## src/rtl/matrix_fill_if.sv

```systemverilog
// Operand bus between the word source and the matrix unpacker.
// The source drives the strobes and data; the unpacker returns the registered matrix.
interface matrix_fill_if #(
    parameter int ROWS   = 2,
    parameter int COLS   = 4,
    parameter int ELEM_W = 4
);
    localparam int PTR_W = (ROWS > 1) ? $clog2(ROWS) : 1;

    logic                          in_valid;
    logic [ROWS*COLS*ELEM_W-1:0]   A_rows;
    logic                          row_valid;
    logic [COLS*ELEM_W-1:0]        row_data;
    logic [ELEM_W-1:0]             A [0:ROWS-1][0:COLS-1];
    logic                          A_valid;
    logic                          fill_done;
    logic [PTR_W-1:0]              row_ptr;

    modport master (
        output in_valid, A_rows, row_valid, row_data,
        input  A, A_valid, fill_done, row_ptr
    );

    modport slave (
        input  in_valid, A_rows, row_valid, row_data,
        output A, A_valid, fill_done, row_ptr
    );
endinterface

```

## src/rtl/matrix_fill.sv

```systemverilog
// Registered unpacker: full-matrix load or row-at-a-time streaming fill into a ROWS x COLS array.
// One row register per matrix row; the top level only steers data and tracks completion.
module matrix_fill_row #(
    parameter int COLS   = 4,
    parameter int ELEM_W = 4
) (
    input  logic                         clk,
    input  logic                         rst,
    input  logic                         we,
    input  logic [COLS-1:0][ELEM_W-1:0]  d,
    output logic [COLS-1:0][ELEM_W-1:0]  q
);
    always_ff @(posedge clk) begin
        if (rst)     q <= '0;
        else if (we) q <= d;
    end
endmodule

module matrix_fill #(
    parameter int ROWS   = 2,
    parameter int COLS   = 4,
    parameter int ELEM_W = 4
) (
    input  logic          clk,
    input  logic          rst,
    matrix_fill_if.slave  bus
);
    localparam int ROW_W = COLS * ELEM_W;
    localparam int W     = ROWS * ROW_W;
    localparam int PTR_W = (ROWS > 1) ? $clog2(ROWS) : 1;
    localparam logic [PTR_W-1:0] LAST = PTR_W'(ROWS - 1);

    logic [ROWS-1:0][COLS-1:0][ELEM_W-1:0] row_q;

    genvar i, j;
    generate
        for (i = 0; i < ROWS; i++) begin : g_row
            localparam logic [PTR_W-1:0] IDX = PTR_W'(i);
            logic                        we;
            logic [COLS-1:0][ELEM_W-1:0] d;

            // A full load overrides any concurrent row write, including its data.
            assign we = bus.in_valid | (bus.row_valid & (bus.row_ptr == IDX));
            assign d  = bus.in_valid ? bus.A_rows[W-1-i*ROW_W -: ROW_W] : bus.row_data;

            matrix_fill_row #(.COLS(COLS), .ELEM_W(ELEM_W)) u_row (
                .clk (clk),
                .rst (rst),
                .we  (we),
                .d   (d),
                .q   (row_q[i])
            );

            // Packed element COLS-1 is the MSB slice, which is column 0.
            for (j = 0; j < COLS; j++) begin : g_col
                assign bus.A[i][j] = row_q[i][COLS-1-j];
            end
        end
    endgenerate

    always_ff @(posedge clk) begin
        if (rst) begin
            bus.row_ptr   <= '0;
            bus.A_valid   <= 1'b0;
            bus.fill_done <= 1'b0;
        end else if (bus.in_valid) begin
            bus.row_ptr   <= '0;
            bus.A_valid   <= 1'b1;
            bus.fill_done <= 1'b1;
        end else if (bus.row_valid) begin
            if (bus.row_ptr == LAST) begin
                bus.row_ptr   <= '0;
                bus.A_valid   <= 1'b1;
                bus.fill_done <= 1'b1;
            end else begin
                // Starting a new streaming fill makes the held matrix partial.
                if (bus.row_ptr == '0) bus.A_valid <= 1'b0;
                bus.row_ptr   <= bus.row_ptr + PTR_W'(1);
                bus.fill_done <= 1'b0;
            end
        end else begin
            bus.fill_done <= 1'b0;
        end
    end
endmodule

```

## src/flat_wrapper.sv

```systemverilog
// flat-port wrapper written by rule: the top's interface ports become plain ports
module matrix_fill_flat 
#(
    parameter int ROWS   = 2,
    parameter int COLS   = 4,
    parameter int ELEM_W = 4
)
  (clk, rst, bus_in_valid, bus_A_rows, bus_row_valid, bus_row_data, bus_A, bus_A_valid, bus_fill_done, bus_row_ptr);
  matrix_fill_if #(.ROWS(ROWS), .COLS(COLS), .ELEM_W(ELEM_W)) bus_i ();
  input  logic clk;
  input  logic rst;
  input wire logic [$bits(bus_i.in_valid)-1:0] bus_in_valid;
  input wire logic [$bits(bus_i.A_rows)-1:0] bus_A_rows;
  input wire logic [$bits(bus_i.row_valid)-1:0] bus_row_valid;
  input wire logic [$bits(bus_i.row_data)-1:0] bus_row_data;
  output wire logic [$bits(bus_i.A)-1:0] bus_A;
  output wire logic [$bits(bus_i.A_valid)-1:0] bus_A_valid;
  output wire logic [$bits(bus_i.fill_done)-1:0] bus_fill_done;
  output wire logic [$bits(bus_i.row_ptr)-1:0] bus_row_ptr;
  assign bus_i.in_valid = bus_in_valid;
  assign bus_i.A_rows = bus_A_rows;
  assign bus_i.row_valid = bus_row_valid;
  assign bus_i.row_data = bus_row_data;
  assign bus_A = {>>{bus_i.A}};
  assign bus_A_valid = bus_i.A_valid;
  assign bus_fill_done = bus_i.fill_done;
  assign bus_row_ptr = bus_i.row_ptr;
  matrix_fill #(.ROWS(ROWS), .COLS(COLS), .ELEM_W(ELEM_W)) u_core (.clk(clk), .rst(rst), .bus(bus_i));
endmodule
```

## config.mk

```make
export PLATFORM = sky130hd
export DESIGN_NAME = matrix_fill_flat
export DESIGN_NICKNAME = d
export VERILOG_FILES = /design/src/rtl/matrix_fill_if.sv /design/src/rtl/matrix_fill.sv /design/src/flat_wrapper.sv
export SDC_FILE = /design/constraint.sdc
export NUM_CORES = 1
export LEC_CHECK = 0
export BUFFER_PORTS_ARGS = -buffer_cell sky130_fd_sc_hd__buf_2
export CAP_MARGIN = 20
export CORE_UTILIZATION = 41
export DETAILED_ROUTE_END_ITERATION = 12
export GPL_TIMING_DRIVEN = 0
export HOLD_SLACK_MARGIN = 0.12
export PLACE_DENSITY = 0.79
export SLEW_MARGIN = 40
export SYNTH_ARGS = -nofsm -noshare
export SYNTH_HDL_FRONTEND = slang
export SYNTH_SLANG_ARGS = --single-unit
```

## constraint.sdc

```tcl
create_clock -name clk -period 1.3 [get_ports clk]
set_input_delay 0.195 -clock clk [delete_from_list [all_inputs] [get_ports clk]]
set_output_delay 0.195 -clock clk [all_outputs]
set_load 0.03 [all_outputs]
```

# After elaboration in Yosys (flattened, before gate mapping)
# Cells that the tools add are included.
dict set report op_classes {
  reduce_logical 2
  mux 8
  bitwise_logic 5
  addsub 1
}
# operator n
set ops {}
lappend ops {{$mux W16} 2}
lappend ops {{$mux W1} 6}
lappend ops {{$and A1 B1 Y1} 2}
lappend ops {{$or A1 B1 Y1} 2}
lappend ops {{$reduce_bool A2 Y1} 1}
lappend ops {{$reduce_or A2 Y1} 1}
lappend ops {{$add A1 B1 Y1 const B} 1}
lappend ops {{$not A1 Y1} 1}
dict set report word_totals {
  inputBits 52
  ff_bits 35
  word_cells 27
  output_inout_bits 35
}

# Logic depth before layout (Yosys ltp)
# Gate-level depths: netlist (run 1).
dict set report logic_depth {
  ltp_word 3
  ltp_mapped 5
  mapped_depth_nobuf 3
}

# Hierarchy
# From an unflattened synthesis (run 1), not the netlist that was laid out.
dict set report unflattened {
  cells_unflattened 202
  area_unflattened_um2 1794.2
}
# mod cells_each instances seq_area_each_um2 area_per_inst_um2
set modules_own_cells {}
lappend modules_own_cells {matrix_fill_row 52 2 320.3 580.6}
lappend modules_own_cells {matrix_fill 98 1 60.1 633.1}

# Worst setup path before layout (run 1)
# OpenSTA, ideal clock, no wires.
dict set report synth_timing {
  path_kind {register -> register}
  from {reg u_core.bus.row_ptr}
  to {reg u_core.g_row[0].u_row.q[7] (netlist name)}
  arrival_ps 1304
  path_buffers 2
  path_stages_with_launch 6
  period_less_slack_ps 1404
  required_time_ps 1200
  setup_ps 100
  slack_ps -104
  path_cell_list {dfxtp_1 -> nand2b_1 -> buf_2 -> buf_4 -> nor3_1 -> a2111oi_4}
}
dict set report synth_via {
  elab_chain_len 3
}
# item line_no
set synth_lines {}
lappend synth_lines {{from (decl)} matrix_fill_if.sv:26} ;# output A, A_valid, fill_done, row_ptr
lappend synth_lines {{from (signal assigned)} matrix_fill.sv:78} ;# bus.row_ptr <= bus.row_ptr + PTR_W'(1);
lappend synth_lines {{$not A1 Y1} -}
lappend synth_lines {{$and A1 B1 Y1} matrix_fill.sv:43} ;# assign we = bus.in_valid | (bus.row_valid & (bus.row_ptr == IDX));
lappend synth_lines {{$or A1 B1 Y1} matrix_fill.sv:43}
lappend synth_lines {{to (signal assigned)} matrix_fill.sv:14} ;# if (rst) q <= '0;
lappend synth_lines {{to (signal assigned)} matrix_fill.sv:15} ;# else if (we) q <= d;
lappend synth_lines {{to (decl)} matrix_fill.sv:11} ;# output logic [COLS-1:0][ELEM_W-1:0] q
# No other way between the ends.
# A chain may end at the register's enable or synchronous reset.

# Worst setup path in the final report (run 1)
dict set report layout_timing {
  from {reg u_core.bus.row_ptr}
  to {reg u_core.g_row[1].u_row.q[4] (netlist name)}
}
dict set report layout_via {
  elab_chain_len 2
}
# item line_no
set layout_lines {}
lappend layout_lines {{$and A1 B1 Y1} matrix_fill.sv:43}
lappend layout_lines {{$or A1 B1 Y1} matrix_fill.sv:43}
lappend layout_lines {{to (signal assigned)} matrix_fill.sv:14}
lappend layout_lines {{to (signal assigned)} matrix_fill.sv:15}
lappend layout_lines {{to (decl)} matrix_fill.sv:11}
# No other way between the ends.

==> results.md, run 1 <==
* post-detailed-placement half-perimeter wirelength: 3.710 mm
* vertical extent of the die: 67.46 um
* final standard cell count with taps included and fillers excluded: 341
* Antenna Violating Nets Remaining: 0
* biggest area consumer among synthesized cells: dfxtp_1
* FF+latch count, synth: 35
* cell leakage power: 1.132 nW
* data arrival time of the critical path: 1.44 ns
* aggregate global-route resource usage: 23.41%
* average via count per standard cell: 5.352
* signed area change from the synthesized netlist to the final layout: 39.39%
* total detailed-routing wirelength: 5.308 mm
* final worst-path cycle share: 96.51%
* CP max FO: 10
* DRC: 0
* average cell area after synthesis: 9.055 um^2
* setup violation total in the final timing report: 0
* Crit Path Category: flip-flop to flip-flop
* final worst clock skew: 0.005658 ns
* Worst slew margin: 48.44%
* CTS sink count: 35
* Final Slew Violations: 0
* result of the run: complete, no violations
* starting density of the core: 43.29%
* Cell Area, Placed: 2246 um^2
* total standard cell area after synthesis: 1757 um^2
* number of input and output port buffers inserted: 85
* clock slew seen by the registers of the worst setup and hold paths: 0.07 ns
* count of H-tree levels built during CTS: 2
* CP endpoint kind: flip-flop
* count of final hold-check violations: 0
* number of CTS-inserted buffers: 5
* Clk Tree Root Cell: clkbuf_8
* via count of the first global-routing pass: 1741
* largest voltage drop on the vdd net: 0.6101 mV
* Chip Width: 67.46 um
* I/O pin cnt: 87
* Post-Place Cells: 329
* class of the most critical hold timing path: input port to flip-flop
* antenna cell count: 0
* setup tns final: 0 ns
* biggest area contributors in the synthesized netlist: dfxtp_1 40%, nor3_1 18%, a2111oi_2 16%
* Synth cell types: 19
* required time of the critical path: 1.48 ns
* Detailed Route Iter0 Violations: 108
* count of vias placed by the detailed router: 1825
* largest net degree at the start of global routing: 11
* total core area: 4058 um^2
* final critical delay including setup and external delays: 1.255 ns
* number of warning messages in the yosys log: 0
* overflow left after global routing: 0
* Final Hold Slack: 0.1493 ns
* wire length per cell: 15.57 um
* areal power density over the cells: 1150 nW/um^2
* Mapped Cells: 194
* share of Yosys cell area claimed by the top area cell type: 39.89%
* clock tree from TritonCTS: yes
* routability congestion estimate: 0.7423
* fraction of layout instances using a drive strength above 1: 46.39%
* die area: 4550 um^2
* Clock Latency Late Sink: 0.29 ns
* final layout net count: 342
* clock buffer depth: 2
* area taken by flip-flops and latches: 704.4 um^2
* Finished Cell Area: 2449 um^2
* Critical Path Source Type: flip-flop
* combined area of the multi-input logic cells: 820.8 um^2
* Row Count: 23
* count of filler cells inserted in the layout: 386
* final design utilization: 60.35%
* total iterations of the first detailed-routing run: 4
* first-pass GRT wire length: 7.817 mm
* synthesized net count: 246
* slew at the pin with the worst max-slew slack: 0.7734 ns
* max_cap viols: 0
* portion of the post-synthesis area used by sequential elements: 39.89%
* maximum clock frequency: 0.7970 GHz
* antenna violations before repair: 0
## per-layer routing
metal | vias up | wire length [um] | track usage (%)
li1 | 895 | - | -
met2 | 74 | 2587 | 40.63
met5 | - | 0 | 0
met3 | 6 | 354 | 6.419
met4 | 0 | 48 | 7.181
met1 | 850 | 2318 | 27.79
## sequential cells by signal (all words and copies together) (netlist names)
register and cells:
u_core.bus.row_ptr 1, u_core.g_row.u_row.q 32, u_core.bus.fill_done 1, u_core.bus.A_valid 1
## where the power goes
group          internal (mW)  leakage (nW)  switching [mW]  total [mW]
combinational          0.283         0.788           0.450       0.733
clock                  0.484        0.0515           0.398       0.882
sequential              1.16         0.292          0.0445        1.20
## cell usage in the layout, fill, tap and decap left out, drive strengths merged
cell type	count
dfxtp	35
nor2	2
nor3	65
buf	102
clkbuf	16
inv	32
a21oi	1
nor2b	1
xnor2	1
and2	1
nand2b	2
a2111oi	32
nand2	1
## what timing repair did
item | 4_1_cts | 5_1_grt
hold buffers | 0 | 0
resized for setup | 1 | 11
endpoints found under the setup margin | 1 | 16
gates cloned | 0 | 2
endpoints found under the hold margin | 0 | 0
pin swaps | 0 | 11
buffers inserted | 0 | 2
## logic make-up after synthesis
logic type | after synthesis | synth area share, %
AOI/OAI and AO/OA | 33 | 24.93
xor gates and xnor gates | 1 | 0.4987
buffers and inverters | 53 | 13.82
DFF | 35 | 39.89
and+or+nand+nor | 72 | 20.87
## worst max-delay path, cell delays in order, from the launching register on
cell	delay [ns]
dfxtp_4	0.37
and2_1	0.14
buf_6	0.14
buf_8	0.14
nor3_1	0.06
a2111oi_2	0.29
## metrics by stage
stage               total power, mW  setup WS, ns
floorplan                     1.679      0.009082
global placement              1.904      0.005362
detailed placement            1.917     0.0007400
CTS                           2.784       0.02872
global route                  2.935      -0.04308
finish                        2.817       0.04531
## Yosys cell counts
| library cell | n |
|---|---|
| buf_1 | 1 |
| inv_1 | 32 |
| a2111oi_2 | 19 |
| nand2b_1 | 2 |
| buf_6 | 2 |
| nor3_1 | 64 |
| and2_1 | 1 |
| dfxtp_1 | 35 |
| a2111oi_1 | 12 |
| a2111oi_4 | 1 |
| a21oi_1 | 1 |
| nand2_1 | 1 |
| nor2_1 | 2 |
| nor2b_1 | 1 |
| xnor2_1 | 1 |
| clkbuf_1 | 5 |
| buf_4 | 5 |
| buf_2 | 8 |
| nor3_2 | 1 |
## area by class of cell
| type | instances | share of cell area [%] |
|---|---|---|
| inverters | 32 | 4.905 |
| repair buffers | 89 | 20.03 |
| flip-flops and latches | 35 | 28.77 |
| well taps | 50 | 2.555 |
| clock buffers | 8 | 4.088 |
| plain buffers | 21 | 6.132 |
| multi-input cells | 106 | 33.52 |
## final timing paths
kind              depth (start not counted)                from                     endpoint  slack [ns]
setup / recovery                          5  u_core.bus.row_ptr   u_core.g_row[1].u_row.q[4]        0.05
hold / removal                            3      bus_A_rows[14]  u_core.g_row[1].u_row.q[14]        0.15
setup reg to reg                          5  u_core.bus.row_ptr   u_core.g_row[1].u_row.q[4]        0.05
hold reg to reg                           2  u_core.bus.A_valid           u_core.bus.A_valid        0.48
(Power assumes the default switching activity.)
==> run 2, diff against run 1 <==
CORE_UTILIZATION = 48   (was 41)
PLACE_DENSITY = 0.86   (was 0.79)
clock period = 1.49 ns   (was 1.3 ns; I/O delays follow)
==> run 2 against run 1 <==
Compared with the run above: power shrank 22%; count of clock-buffer cells in the layout shrank 2; clock power fell by 39%; sequential power fell by 12%; worst setup slack gained 0.087 ns; critical endpoint is now u_core.g_row[0].u_row.q[7]; largest power group unchanged.
==> results.md, run 2 (synthesis results as in run 1) <==
* largest reg by FF count: u_core.g_row.u_row.q
* first-pass GRT wire length: 7.845 mm, +0.36%
* wire length per cell: 14.61 um, -6.1%
* largest net degree at the start of global routing: 11, unchanged
* count of final hold-check violations: 0, unchanged
* final critical delay including setup and external delays: 1.358 ns, +0.1034 ns
* Clk Tree Root Cell: clkbuf_4
* Finished Cell Area: 2297 um^2, -6.2%
* largest voltage drop on the vdd net: 0.5414 mV, -11%
* antenna cell count: 0, unchanged
* number of CTS-inserted buffers: 5, unchanged
* maximum cell stage delay along the critical path: 0.37 ns, about the same
* slowest stage cell, crit path: dfxtp_2
* aggregate global-route resource usage: 25.15%, +1.7 points
* number of input and output port buffers inserted: 85, unchanged
* Final Slew Violations: 0, unchanged
* class of the most critical hold timing path: input port to flip-flop
* cell-by-cell listing of the critical path: nand2b_1 -> buf_2 -> buf_4 -> nor3_1 -> a2111oi_4
* DRC: 0, unchanged
* count of filler cells inserted in the layout: 307, -20%
* CTS sink count: 35, unchanged
* routability congestion estimate: 0.7990, +7.6%
* number of hold buffers added after cts: 0, unchanged
* average via count per standard cell: 5.377, +0.46%
* Final Hold Slack: 0.1214 ns, -0.02789 ns
* CP max FO: 10, unchanged
* Crit Path Category: flip-flop to flip-flop
* Row Count: 21, -8.7%
* signed area change from the synthesized netlist to the final layout: 30.77%
* antenna violations before repair: 0, unchanged
* total buffers and inverters traversed by the critical path: 2, unchanged
* data arrival time of the critical path: 1.54 ns, +0.10 ns
* Top Family by Delay on Critical Path: simple AND/OR/NAND/NOR gates
* Detailed Route Iter0 Violations: 67, -38%
* total iterations of the first detailed-routing run: 4, unchanged
* Critical Path Source Type: flip-flop
* total core area: 3416 um^2, -16%
* setup violation total in the final timing report: 0, unchanged
* count of H-tree levels built during CTS: 2, unchanged
* final layout net count: 338, -1.2%
* max_cap viols: 0, unchanged
* via count of the first global-routing pass: 1807, +3.8%
* maximum clock frequency: 0.7363 GHz, -7.6%
* count of vias placed by the detailed router: 1785, -2.2%
* CP endpoint kind: flip-flop
* fraction of layout instances using a drive strength above 1: 45.10%, -1.3 points
* starting density of the core: 51.43%, +8.1 points
* Chip Width: 62.50 um, -7.4%
* Clock Latency Late Sink: 0.33 ns, +0.04 ns
* I/O pin cnt: 87, unchanged
* die area: 3906 um^2, -14%
* vertical extent of the die: 62.50 um, -7.4%
* most common cell after layout, fill and taps aside: buf_2
* setup tns final: 0 ns, unchanged
* Worst slew margin: 51.07%, +2.6 points
* Antenna Violating Nets Remaining: 0, unchanged
* required time of the critical path: 1.67 ns, +0.19 ns
* clock buffer depth: 2, unchanged
* clock slew seen by the registers of the worst setup and hold paths: 0.12 ns, +0.05 ns
* areal power density over the cells: 951.6 nW/um^2, -17%
* overflow left after global routing: 0, unchanged
* Cell Area, Placed: 2240 um^2, -0.28%
* final worst-path cycle share: 91.15%, -5.4 points
* total detailed-routing wirelength: 4.852 mm, -8.6%
* max FFs per register: 32, unchanged
* result of the run: complete, no violations
* slew at the pin with the worst max-slew slack: 0.7340 ns, -0.03935 ns
* final worst clock skew: 0.01599 ns, +0.01033 ns
* post-detailed-placement half-perimeter wirelength: 3.569 mm, -3.8%
* clock tree from TritonCTS: yes
* leading cell types in the layout, fill and taps excluded: 93 x buf_2, 64 x nor3_1, 34 x dfxtp_1, 32 x inv_1, 19 x a2111oi_2
* cell leakage power: 1.068 nW, -5.6%
* setup repair after global routing missed its margin: false
-- run 2: cell types whose count changed in the layout (fill, tap and decap cells not counted), moves of 2 or more --
| cell | delta |
|---|---|
| clkbuf_4 | +4 |
| buf_2 | +2 |
| clkbuf_16 | -2 |
| clkbuf_8 | -6 |
| buf_8 | -3 |
-- run 2: stage by stage --
step	setup WS [ns]	utilization, %	std cells	power [mW]
after CTS	0.09178	67.22	332	2.186
after floorplan	0.08642	-	194	1.465
after global routing	0.06920	67.25	332	2.277
after detailed placement	0.1384	65.57	325	1.669
after global placement	0.1807	65.57	325	1.657
final	0.1319	67.25	332	2.186
-- run 2: worst paths after layout --
kind,from,endpoint,slack [ns],cells past startpoint
worst min register to register,u_core.bus.A_valid,u_core.bus.A_valid,0.50,2
worst max register to register,u_core.bus.row_ptr,u_core.g_row[0].u_row.q[7],0.13,5
worst min-delay path,bus_A_rows[3],u_core.g_row[1].u_row.q[3],0.12,3
worst max-delay path,u_core.bus.row_ptr,u_core.g_row[0].u_row.q[7],0.13,5
-- run 2: report_power, final --
part	switching [mW]	internal, mW
Clock	0.318	0.219
Sequential	0.0382	1.01
Combinational	0.380	0.220
Total	0.737	1.45
-- run 2: area by class of cell --
type                       instances  area (um^2)  area share (%)
clock buffer                       6        51.30           2.233
sequential                        35        701.9           30.56
clock inverter                     1        5.005          0.2179
inverter                          32        120.1           5.229
tap                               46        57.56           2.505
buffer                            21        122.6           5.338
timing repair buffer              85        425.4           18.52
multi-input combinational        106        813.3           35.40
-- run 2: metal layers --
metal	wire length, um	GRT usage (%)	vias up
li1	-	-	882
met1	2150	29.28	839
met3	256	4.745	7
met2	2383	46.06	57
met4	61	7.558	0
met5	0	0	-
-- run 2: repair_timing --
item,4_1_cts,5_1_grt
setup endpoints to repair,0,2
buffers inserted,0,0
gates resized for setup,0,1
-- run 2: worst reg2reg max path, cell delays in order (launching register included) --
cell and delay, ns:
dfxtp_2 0.37, nand2b_1 0.14, buf_2 0.15, buf_4 0.18, nor3_1 0.29, a2111oi_4 0.07
